<file path="src/rtl/interp_pkg.sv">
// Shared types and the prototype lowpass for the polyphase interpolator.
// Used by polyphase_interp (optional clamp via POLYPHASE_INTERP_SAT_EN).
package interp_pkg;

  localparam int DATA_W     = 16;
  localparam int COEF_W     = 16;
  localparam int NUM_COEFS  = 32;
  localparam int COEF_IDX_W = $clog2(NUM_COEFS);

  typedef enum logic [1:0] {
    ST_IDLE = 2'd0,
    ST_MAC  = 2'd1,
    ST_EMIT = 2'd2
  } state_e;

  // Hann-windowed sinc, cutoff pi/4, centre between taps 15 and 16.
  // Each of the four phases sums to roughly 2^14.
  localparam logic signed [COEF_W-1:0] COEFS [NUM_COEFS] = '{
    -16'sd1,     -16'sd29,    -16'sd84,    -16'sd72,
     16'sd127,    16'sd485,    16'sd720,    16'sd424,
    -16'sd584,   -16'sd1913,  -16'sd2578,  -16'sd1450,
     16'sd2022,   16'sd7254,   16'sd12572,  16'sd15928,
     16'sd15928,  16'sd12572,  16'sd7254,   16'sd2022,
    -16'sd1450,  -16'sd2578,  -16'sd1913,  -16'sd584,
     16'sd424,    16'sd720,    16'sd485,    16'sd127,
    -16'sd72,    -16'sd84,    -16'sd29,    -16'sd1
  };

  function automatic logic signed [COEF_W-1:0] coef_at(input int idx);
    return COEFS[COEF_IDX_W'(idx)];
  endfunction

endpackage

</file>
<file path="src/rtl/interp_shift_sat.sv">
// Output scaler: arithmetic right shift of the accumulator, then 16-bit
// narrowing (clamp when POLYPHASE_INTERP_SAT_EN is defined, wrap otherwise).
module interp_shift_sat #(
  parameter int ACC_W = 40
) (
  input  logic signed [ACC_W-1:0] sum_in,
  input  logic        [4:0]       shift,
  output logic signed [15:0]      result
);

`ifdef POLYPHASE_INTERP_SAT_EN
  localparam logic signed [ACC_W-1:0] MAX_V = $signed({{(ACC_W-16){1'b0}}, 16'h7fff});
  localparam logic signed [ACC_W-1:0] MIN_V = $signed({{(ACC_W-16){1'b1}}, 16'h8000});

  logic signed [ACC_W-1:0] shifted;

  always_comb begin
    shifted = sum_in >>> shift;
    if (shifted > MAX_V) begin
      result = 16'sh7fff;
    end else if (shifted < MIN_V) begin
      result = -16'sh8000;
    end else begin
      result = shifted[15:0];
    end
  end
`else
  always_comb begin
    result = 16'(sum_in >>> shift);
  end
`endif

endmodule

</file>
<file path="src/rtl/polyphase_interp.sv">
// Polyphase FIR interpolator: one input sample -> L output samples through a
// single time-shared MAC. Define POLYPHASE_INTERP_SAT_EN for output clamping.
module polyphase_interp
  import interp_pkg::*;
#(
  parameter int L     = 4,
  parameter int TAPS  = 32,
  parameter int ACC_W = 40
) (
  input  logic                 clk,
  input  logic                 rst,
  input  logic [4:0]           right_shift,
  input  logic                 single_valid_in,
  input  logic [15:0]          data_in,
  output logic                 in_ready,
  output logic                 valid_out,
  output logic [15:0]          data_out,
  output logic [$clog2(L)-1:0] phase_out,
  output logic                 overrun
);

  localparam int N     = TAPS / L;
  localparam int PH_W  = $clog2(L);
  localparam int TAP_W = (N > 1) ? $clog2(N) : 1;

  // Input handshake: single_valid_in is a one-cycle strobe, taken only on a
  // clock edge where in_ready is high; a strobe seen while in_ready is low is
  // dropped and latches overrun. Outputs have no backpressure: valid_out is a
  // one-cycle pulse that downstream must consume.

  state_e                    state_q, state_d;
  logic [PH_W-1:0]           phase_q, phase_d;
  logic [TAP_W-1:0]          tap_q, tap_d;
  logic signed [ACC_W-1:0]   acc_q, acc_d;
  logic signed [DATA_W-1:0]  x_q [N];
  logic signed [DATA_W-1:0]  x_d [N];
  logic signed [DATA_W-1:0]  data_out_q, data_out_d;
  logic [PH_W-1:0]           phase_out_q, phase_out_d;
  logic                      valid_out_q, valid_out_d;
  logic                      overrun_q, overrun_d;

  logic signed [COEF_W-1:0]   coef;
  logic signed [2*DATA_W-1:0] prod;
  logic signed [ACC_W-1:0]    acc_sum;
  logic signed [DATA_W-1:0]   scaled;
  logic                       last_tap;

  // Phase p uses every L-th prototype tap, so the index is just {tap, phase}.
  assign coef     = coef_at(int'({tap_q, phase_q}));
  assign prod     = x_q[tap_q] * coef;
  assign acc_sum  = acc_q + {{(ACC_W-2*DATA_W){prod[2*DATA_W-1]}}, prod};
  assign last_tap = (tap_q == TAP_W'(N-1));

  interp_shift_sat #(
    .ACC_W(ACC_W)
  ) u_shift_sat (
    .sum_in(acc_sum),
    .shift (right_shift),
    .result(scaled)
  );

  always_comb begin
    state_d     = state_q;
    phase_d     = phase_q;
    tap_d       = tap_q;
    acc_d       = acc_q;
    x_d         = x_q;
    data_out_d  = data_out_q;
    phase_out_d = phase_out_q;
    valid_out_d = 1'b0;
    overrun_d   = overrun_q | (single_valid_in && (state_q != ST_IDLE));

    case (state_q)
      ST_IDLE: begin
        if (single_valid_in) begin
          x_d[0] = data_in;
          for (int k = 1; k < N; k++) begin
            x_d[k] = x_q[k-1];
          end
          acc_d   = '0;
          phase_d = '0;
          tap_d   = '0;
          state_d = ST_MAC;
        end
      end

      ST_MAC: begin
        acc_d = acc_sum;
        if (last_tap) begin
          data_out_d  = scaled;
          phase_out_d = phase_q;
          valid_out_d = 1'b1;
          state_d     = ST_EMIT;
        end else begin
          tap_d = tap_q + TAP_W'(1);
        end
      end

      ST_EMIT: begin
        if (phase_q != PH_W'(L-1)) begin
          phase_d = phase_q + PH_W'(1);
          acc_d   = '0;
          tap_d   = '0;
          state_d = ST_MAC;
        end else begin
          state_d = ST_IDLE;
        end
      end

      default: state_d = ST_IDLE;
    endcase
  end

  always_ff @(posedge clk or posedge rst) begin
    if (rst) begin
      state_q     <= ST_IDLE;
      phase_q     <= '0;
      tap_q       <= '0;
      acc_q       <= '0;
      data_out_q  <= '0;
      phase_out_q <= '0;
      valid_out_q <= 1'b0;
      overrun_q   <= 1'b0;
      for (int k = 0; k < N; k++) begin
        x_q[k] <= '0;
      end
    end else begin
      state_q     <= state_d;
      phase_q     <= phase_d;
      tap_q       <= tap_d;
      acc_q       <= acc_d;
      data_out_q  <= data_out_d;
      phase_out_q <= phase_out_d;
      valid_out_q <= valid_out_d;
      overrun_q   <= overrun_d;
      x_q         <= x_d;
    end
  end

  assign in_ready  = (state_q == ST_IDLE);
  assign valid_out = valid_out_q;
  assign data_out  = data_out_q;
  assign phase_out = phase_out_q;
  assign overrun   = overrun_q;

endmodule

</file>
<file path="config.mk">
export PLATFORM = sky130hd
export DESIGN_NAME = polyphase_interp
export DESIGN_NICKNAME = d
export VERILOG_FILES = /design/src/rtl/interp_pkg.sv /design/src/rtl/interp_shift_sat.sv /design/src/rtl/polyphase_interp.sv
export SDC_FILE = /design/constraint.sdc
export NUM_CORES = 1
export LEC_CHECK = 0
export CAP_MARGIN = 5
export CORE_ASPECT_RATIO = 1.4
export CORE_MARGIN = 2
export CORE_UTILIZATION = 65
export CTS_CLUSTER_SIZE = 30
export DETAILED_ROUTE_END_ITERATION = 16
export PLACE_DENSITY = 0.83
export RECOVER_POWER = 50
export SYNTH_ARGS = -nofsm -noshare
export SYNTH_HDL_FRONTEND = slang
export SYNTH_SLANG_ARGS = --single-unit
</file>
<file path="constraint.sdc">
create_clock -name clk -period 13 [get_ports clk]
set_clock_uncertainty 0.1 [all_clocks]
set_input_delay 3.9 -clock clk [delete_from_list [all_inputs] [get_ports clk]]
set_output_delay 3.9 -clock clk [all_outputs]
set_load 0.005 [all_outputs]
</file>
# Word-level counts from Yosys, hierarchy flattened
# Memory sizes are Yosys's and may differ from the RTL's.
# Index checks and enable logic that the tools add are counted.
op_classes:
  bitwise: 3
  magnitude_cmp: 2
  n_reduce_logical: 11
  n_mul: 1
  add_sub_neg: 3
  n_eq_ne: 8
  n_mux: 21
  div: 0
  shift: 1
ops:
  columns: ["op", "n"]
  rows:
  - ["$pmux W40 S3", 1]
  - ["$mux W40", 2]
  - ["$mux W16", 4]
  - ["$bmux W16 S3", 1]
  - ["$add A40 B40 Y40", 1]
  - ["$sshr A40 B5 Y16", 1]
  - ["$mul A16 B16 Y32", 1]
  - ["$ne A2 B2 Y1 const B", 5]
  - ["$mux W3", 3]
  - ["$pmux W3 S3", 1]
  - ["$mux W2", 4]
  - ["$ge A5 B6 Y1 const B", 1]
  - ["$pmux W2 S3", 1]
  - ["$reduce_and A2 Y1", 3]
  - ["$reduce_and A3 Y1", 2]
  - ["$not A5 Y5", 1]
  - ["$ge A4 B4 Y1 const B", 1]
  - ["$not A3 Y4", 1]
  - ["$pmux W2 S2", 1]
  - ["$reduce_and A4 Y1", 1]
  - ["$reduce_bool A2 Y1", 2]
  - ["$add A3 B1 Y3 const B", 1]
  - ["$eq A3 B3 Y1 const B", 1]
  - ["$mux W1", 3]
  - ["other kinds (7)", 7]
totals:
  out_inout_bits: 21
  ramBits: 0
  rom_bits: 512
  in_bits: 24
  memories: 1
  regBits: 195
  latchBits: 0
  wordCells: 67
memory_table:
  columns: ["name", "depth", "width", "read_ports", "rd_clocked_by_memory_dff", "write_ports", "line", "source"]
  rows:
  - ["(name not given)", 32, 16, 1, 0, 0, "interp_pkg.sv:30", "return COEFS[COEF_IDX_W'(idx)];"]

# Depth between registers and ports, before layout
logic_depth:
  depth_word: 7
  mapped_depth: 46
  mapped_depth_nobuf: 44

# Hierarchy
# A second synthesis with hierarchy kept.
unflattened:
  cells_unflattened: 2170
  hier_area_um2: 22838.2
by_module_without_submodules:
  columns: ["module", "n_inst", "cells_each", "seq_area_each_um2", "area_each_um2"]
  rows:
  - ["polyphase_interp", 1, 1985, 4879.7, 20626.0]
  - ["interp_shift_sat", 1, 185, 0.0, 2212.1]

# Worst setup path after synthesis
# No wires, ideal clock.
synth_timing:
  path_type: "flip-flop to flip-flop"
  from: "register tap_q[0]"
  to: "register data_out_q[7], in the netlist data_out[7]"
  n_path_buf: 5
  period_less_slack_ns: 10.690
  setup_ns: 0.077
  path_stages_with_launch: 38
  required_ns: 12.823
  setup_slack_ns: 2.310
  arrival_ns: 10.513
  path_cell_list: "dfrtp_1 clkbuf_1 buf_2 clkinv_1 ha_1 o31ai_1 inv_1 clkbuf_1 clkbuf_1 nand2_1 fa_1 fa_1 fa_1 fa_1 fa_1 fa_1 inv_1 ha_1 (+2 left out) a2111oi_0 o31ai_1 a31o_2 o41ai_2 xor2_1 ha_1 clkbuf_1 a21o_1 a31oi_1 o21ai_0 a211oi_1 mux2_2 a31oi_1 o211ai_1 mux4_2 mux2i_1 nand3_1 a21oi_1"
synth_between:
  elab_chain_cells: 7
  elab_cells_between_ends: 13
  classes_between: "add/sub: 1; mul: 1; eq/ne: 1; shift: 1; mux: 5; bitwise: 2; reduce/logical: 1; memory: 1"
synth_lines:
  columns: ["element", "line", "source"]
  rows:
  - ["from (decl)", "polyphase_interp.sv:33", "logic [TAP_W-1:0] tap_q, tap_d;"]
  - ["from (signal assigned)", "polyphase_interp.sv:130", "tap_q <= tap_d;"]
  - ["$not A5 Y5 (not written as such) or $not A3 Y4 (tied branches)", "interp_pkg.sv:30, polyphase_interp.sv:50", null]
  - ["$mem_v2 Z32 W16 or $bmux W16 S3 (tied branches)", null, null]
  - ["$mux W16, on equally long branches (2 in series)", "interp_pkg.sv:30, polyphase_interp.sv:50", null]
  - ["$mul A16 B16 Y32", "polyphase_interp.sv:50", "assign prod = x_q[tap_q] * coef;"]
  - ["$add A40 B40 Y40", "polyphase_interp.sv:51", "assign acc_sum = acc_q + {{(ACC_W-2*DATA_W){prod[2*DATA_W-1]}}, prod};"]
  - ["$sshr A40 B5 Y16", "interp_shift_sat.sv:29", "result = 16'(sum_in >>> shift);"]
  - ["to (signal assigned)", "polyphase_interp.sv:132", "data_out_q <= data_out_d;"]
  - ["to (decl)", "polyphase_interp.sv:37", "logic signed [DATA_W-1:0] data_out_q, data_out_d;"]
# Parallel ways exist; a longest one is shown, timed or not. The select of a mux whose other input is x is not followed.
# A chain may end at the register's enable or synchronous reset.

# Worst setup path after layout
layout_timing:
  from: "register tap_q[0]"
  to: "register data_out_q[11], in the netlist data_out[11]"
# Same word-level chain as after synthesis.

==> impl_metrics.json <==
{
  "start_util": 0.658,
  "cts_max_level": 4,
  "rsz0062_at_grt": "no",
  "status": "finished with violations",
  "drv_cap": 3,
  "gp_congestion": 0.916,
  "drv_slew": 223,
  "yosysWarnings": 0,
  "utilization": 0.698,
  "async_flop_share": 1.00,
  "grt_pass1_wl_um": 96600,
  "core_area_sq_um": 34800,
  "ant_nets": 0,
  "grt_max_degree": 122,
  "worstMarginPinSlew_ns": 5.63,
  "violations": "max-capacitance violations, max-slew violations",
  "first_pass_iters": 7,
  "cp-end-kind": "flop",
  "final_net_count": 2745,
  "cts.sinks": 195,
  "cp_slowest_cell": "dfrtp_4",
  "grt_use_total": 0.334,
  "syn_to_final_growth_pct": 6.02,
  "drc": 0,
  "post-dp-hpwl_um": 43800,
  "grt_pass1_vias": 19100,
  "fin_crit_ns": 12.20,
  "startpoint_type": "flop",
  "place_area_sq_um": 23600,
  "synth_edf_count": 0,
  "cpMostUsedCell": "fa_1",
  "crit_arrival_ns": 12.49,
  "drt_iter0_markers": 1384,
  "io_buffers": 44,
  "cp.buffers_inverters": 4,
  "setup_tns_ns": 0,
  "routed_via_density": 6.48,
  "use_met2": 0.569,
  "synth_flop_cell": "dfrtp_1",
  "wirelength_um": 58900,
  "hold_path.class": "flop to flop",
  "crit_path_max_fanout": 39,
  "crit_type": "flop to flop",
  "die_y_um": 226,
  "die_width_um": 163,
  "synthesis.nets": 2785,
  "io_pins": 45,
  "yosys.area.top_type": "fa_1",
  "maxSlewHeadroom": -2.78,
  "grt_util_met1": 0.414,
  "synth_cells": 2365,
  "hold_violations": 0,
  "antenna_found_initial": 1,
  "crit_required_ns": 13.29,
  "rows": 81,
  "worst-r2r-cell-count": 33,
  "cts_made_buffers": 17,
  "netlist_area_sq_um": 22900,
  "clk_pin_slew_ns": 0.08,
  "yosysSeqAreaShare": 0.213,
  "cts.path.max_buffers": 2,
  "yosys.area.top_type_share": 0.230,
  "synthTopCellsByArea": "fa_1 23%, dfrtp_1 21%, mux2_2 7.6%",
  "final_area_sq_um": 24200,
  "holdPathStages": 1,
  "fmax_mhz": 82.0,
  "cp.depth": 33,
  "setup_viol": 0,
  "critPathMaxStageDelay_ns": 0.83,
  "grt.busiest_layer": "met2",
  "wl_per_cell_um": 21.1,
  "clock_latency_ns": 0.47,
  "cts_hold_buf": 0,
  "ys_ff_latch": 195,
  "synth.avg_cell_area_sq_um": 9.67,
  "vias": 18100,
  "critPathTopFamily": "adder cells",
  "die_area_sq_um": 36700,
  "drive_gt1_frac": 0.126,
  "use_met3": 0.0523,
  "cts_root_buf": "clkbuf_16",
  "overflow": 0,
  "cts_tree": "built",
  "synth_cell_types": 87,
  "period_share": 0.939
}
## cells in the mapped netlist, types with 6 or more instances
cell,count
a211o_1,7
a211oi_1,14
a21boi_0,6
a21o_1,24
a21oi_1,109
a221oi_1,7
a22o_1,18
a22oi_1,8
a311oi_1,6
a31o_2,6
a31oi_1,15
and2_1,39
and3_1,7
buf_1,13
clkbuf_1,108
dfrtp_1,195
fa_1,263
ha_1,133
inv_1,250
mux2_2,154
mux2i_1,25
mux4_2,48
nand2_1,318
nand2b_1,29
nand3_1,22
nor2_1,124
nor2b_1,27
nor3_1,35
nor4_1,6
o211ai_1,23
o21a_1,13
o21ai_0,100
o21ai_1,8
o21bai_1,8
o221ai_1,6
o22ai_1,12
or3_1,7
xnor2_1,48
xor2_1,24
## flip-flops by register name, summed over array words and instances (netlist names)
register	cells
x_q	128
acc_q	40
data_out	16
tap_q	3
phase_out	2
phase_q	2
state_q	2
overrun	1
valid_out	1
## routing by layer
metal	share of wire	up-vias
li1	-	7991
met1	0.37	9103
met2	0.51	800
met3	0.067	230
met4	0.052	0
met5	0	-
## cell families (layout without fill, tap and decap cells)
group,count (synthesis),in the layout,synth area share
other,0,1,0
buffers and inverters,382,355,0.0633
AO/OA/AOI/OAI,451,451,0.131
AND/OR/NAND/NOR,639,639,0.125
adder cells (fa/ha/maj),396,396,0.303
multiplexers,227,227,0.134
flip-flops,195,195,0.213
XOR/XNOR,75,75,0.0300
## layout make-up
type / count / area (sq um)
inverters: 254 / 958
fillers: 2600 / 10500
flip-flops and latches: 195 / 4890
repair inverters: 1 / 7.51
well taps: 456 / 571
multi-input cells: 1788 / 16600
clock inverters: 15 / 225
repair buffers: 68 / 603
clock buffers: 17 / 425
diodes: 1 / 2.50
## final timing paths
check | from | to | slack [ns]
worst max-delay path | tap_q[0] | data_out[11] | 0.80
min in group asynchronous | rst | overrun | 5.55
max in group asynchronous | rst | tap_q[0] | 4.19
worst min register to register | overrun | overrun | 0.39
worst max register to register | tap_q[0] | data_out[11] | 0.80
worst min-delay path | overrun | overrun | 0.39
## repair_timing
item	in CTS	in global routing
gates resized for setup	0	3
setup buffers	0	0
setup endpoints to repair	0	6
hold endpoints to repair	0	0
## through the flow
step	hold slack, ns	worst slack, ns	cells
finish	0.386	0.798	2795
global route	0.423	0.0198	2794
CTS	0.393	0.675	2793
detailed placement	0.377	0.691	2761
global placement	0.353	1.25	2761
floorplan	0.352	2.31	2365
## layout by cell type, fill, tap and decap left out, types with 22 or more instances in the layout
cell type,n
buf_4,22
nand2b_1,29
a21oi_1,109
mux2i_1,25
nand3_1,22
dfrtp_1,192
inv_1,248
mux2_2,153
fa_1,263
mux4_2,48
nand2_1,318
nor3_1,35
nor2_1,124
clkdlybuf4s50_1,22
o211ai_1,23
and2_1,38
xor2_1,24
nor2b_1,27
o21ai_0,100
xnor2_1,48
ha_1,133
a21o_1,24
Power is not shown: default switching activity piles up to over one toggle a cycle in this logic, so the estimate is an artifact.
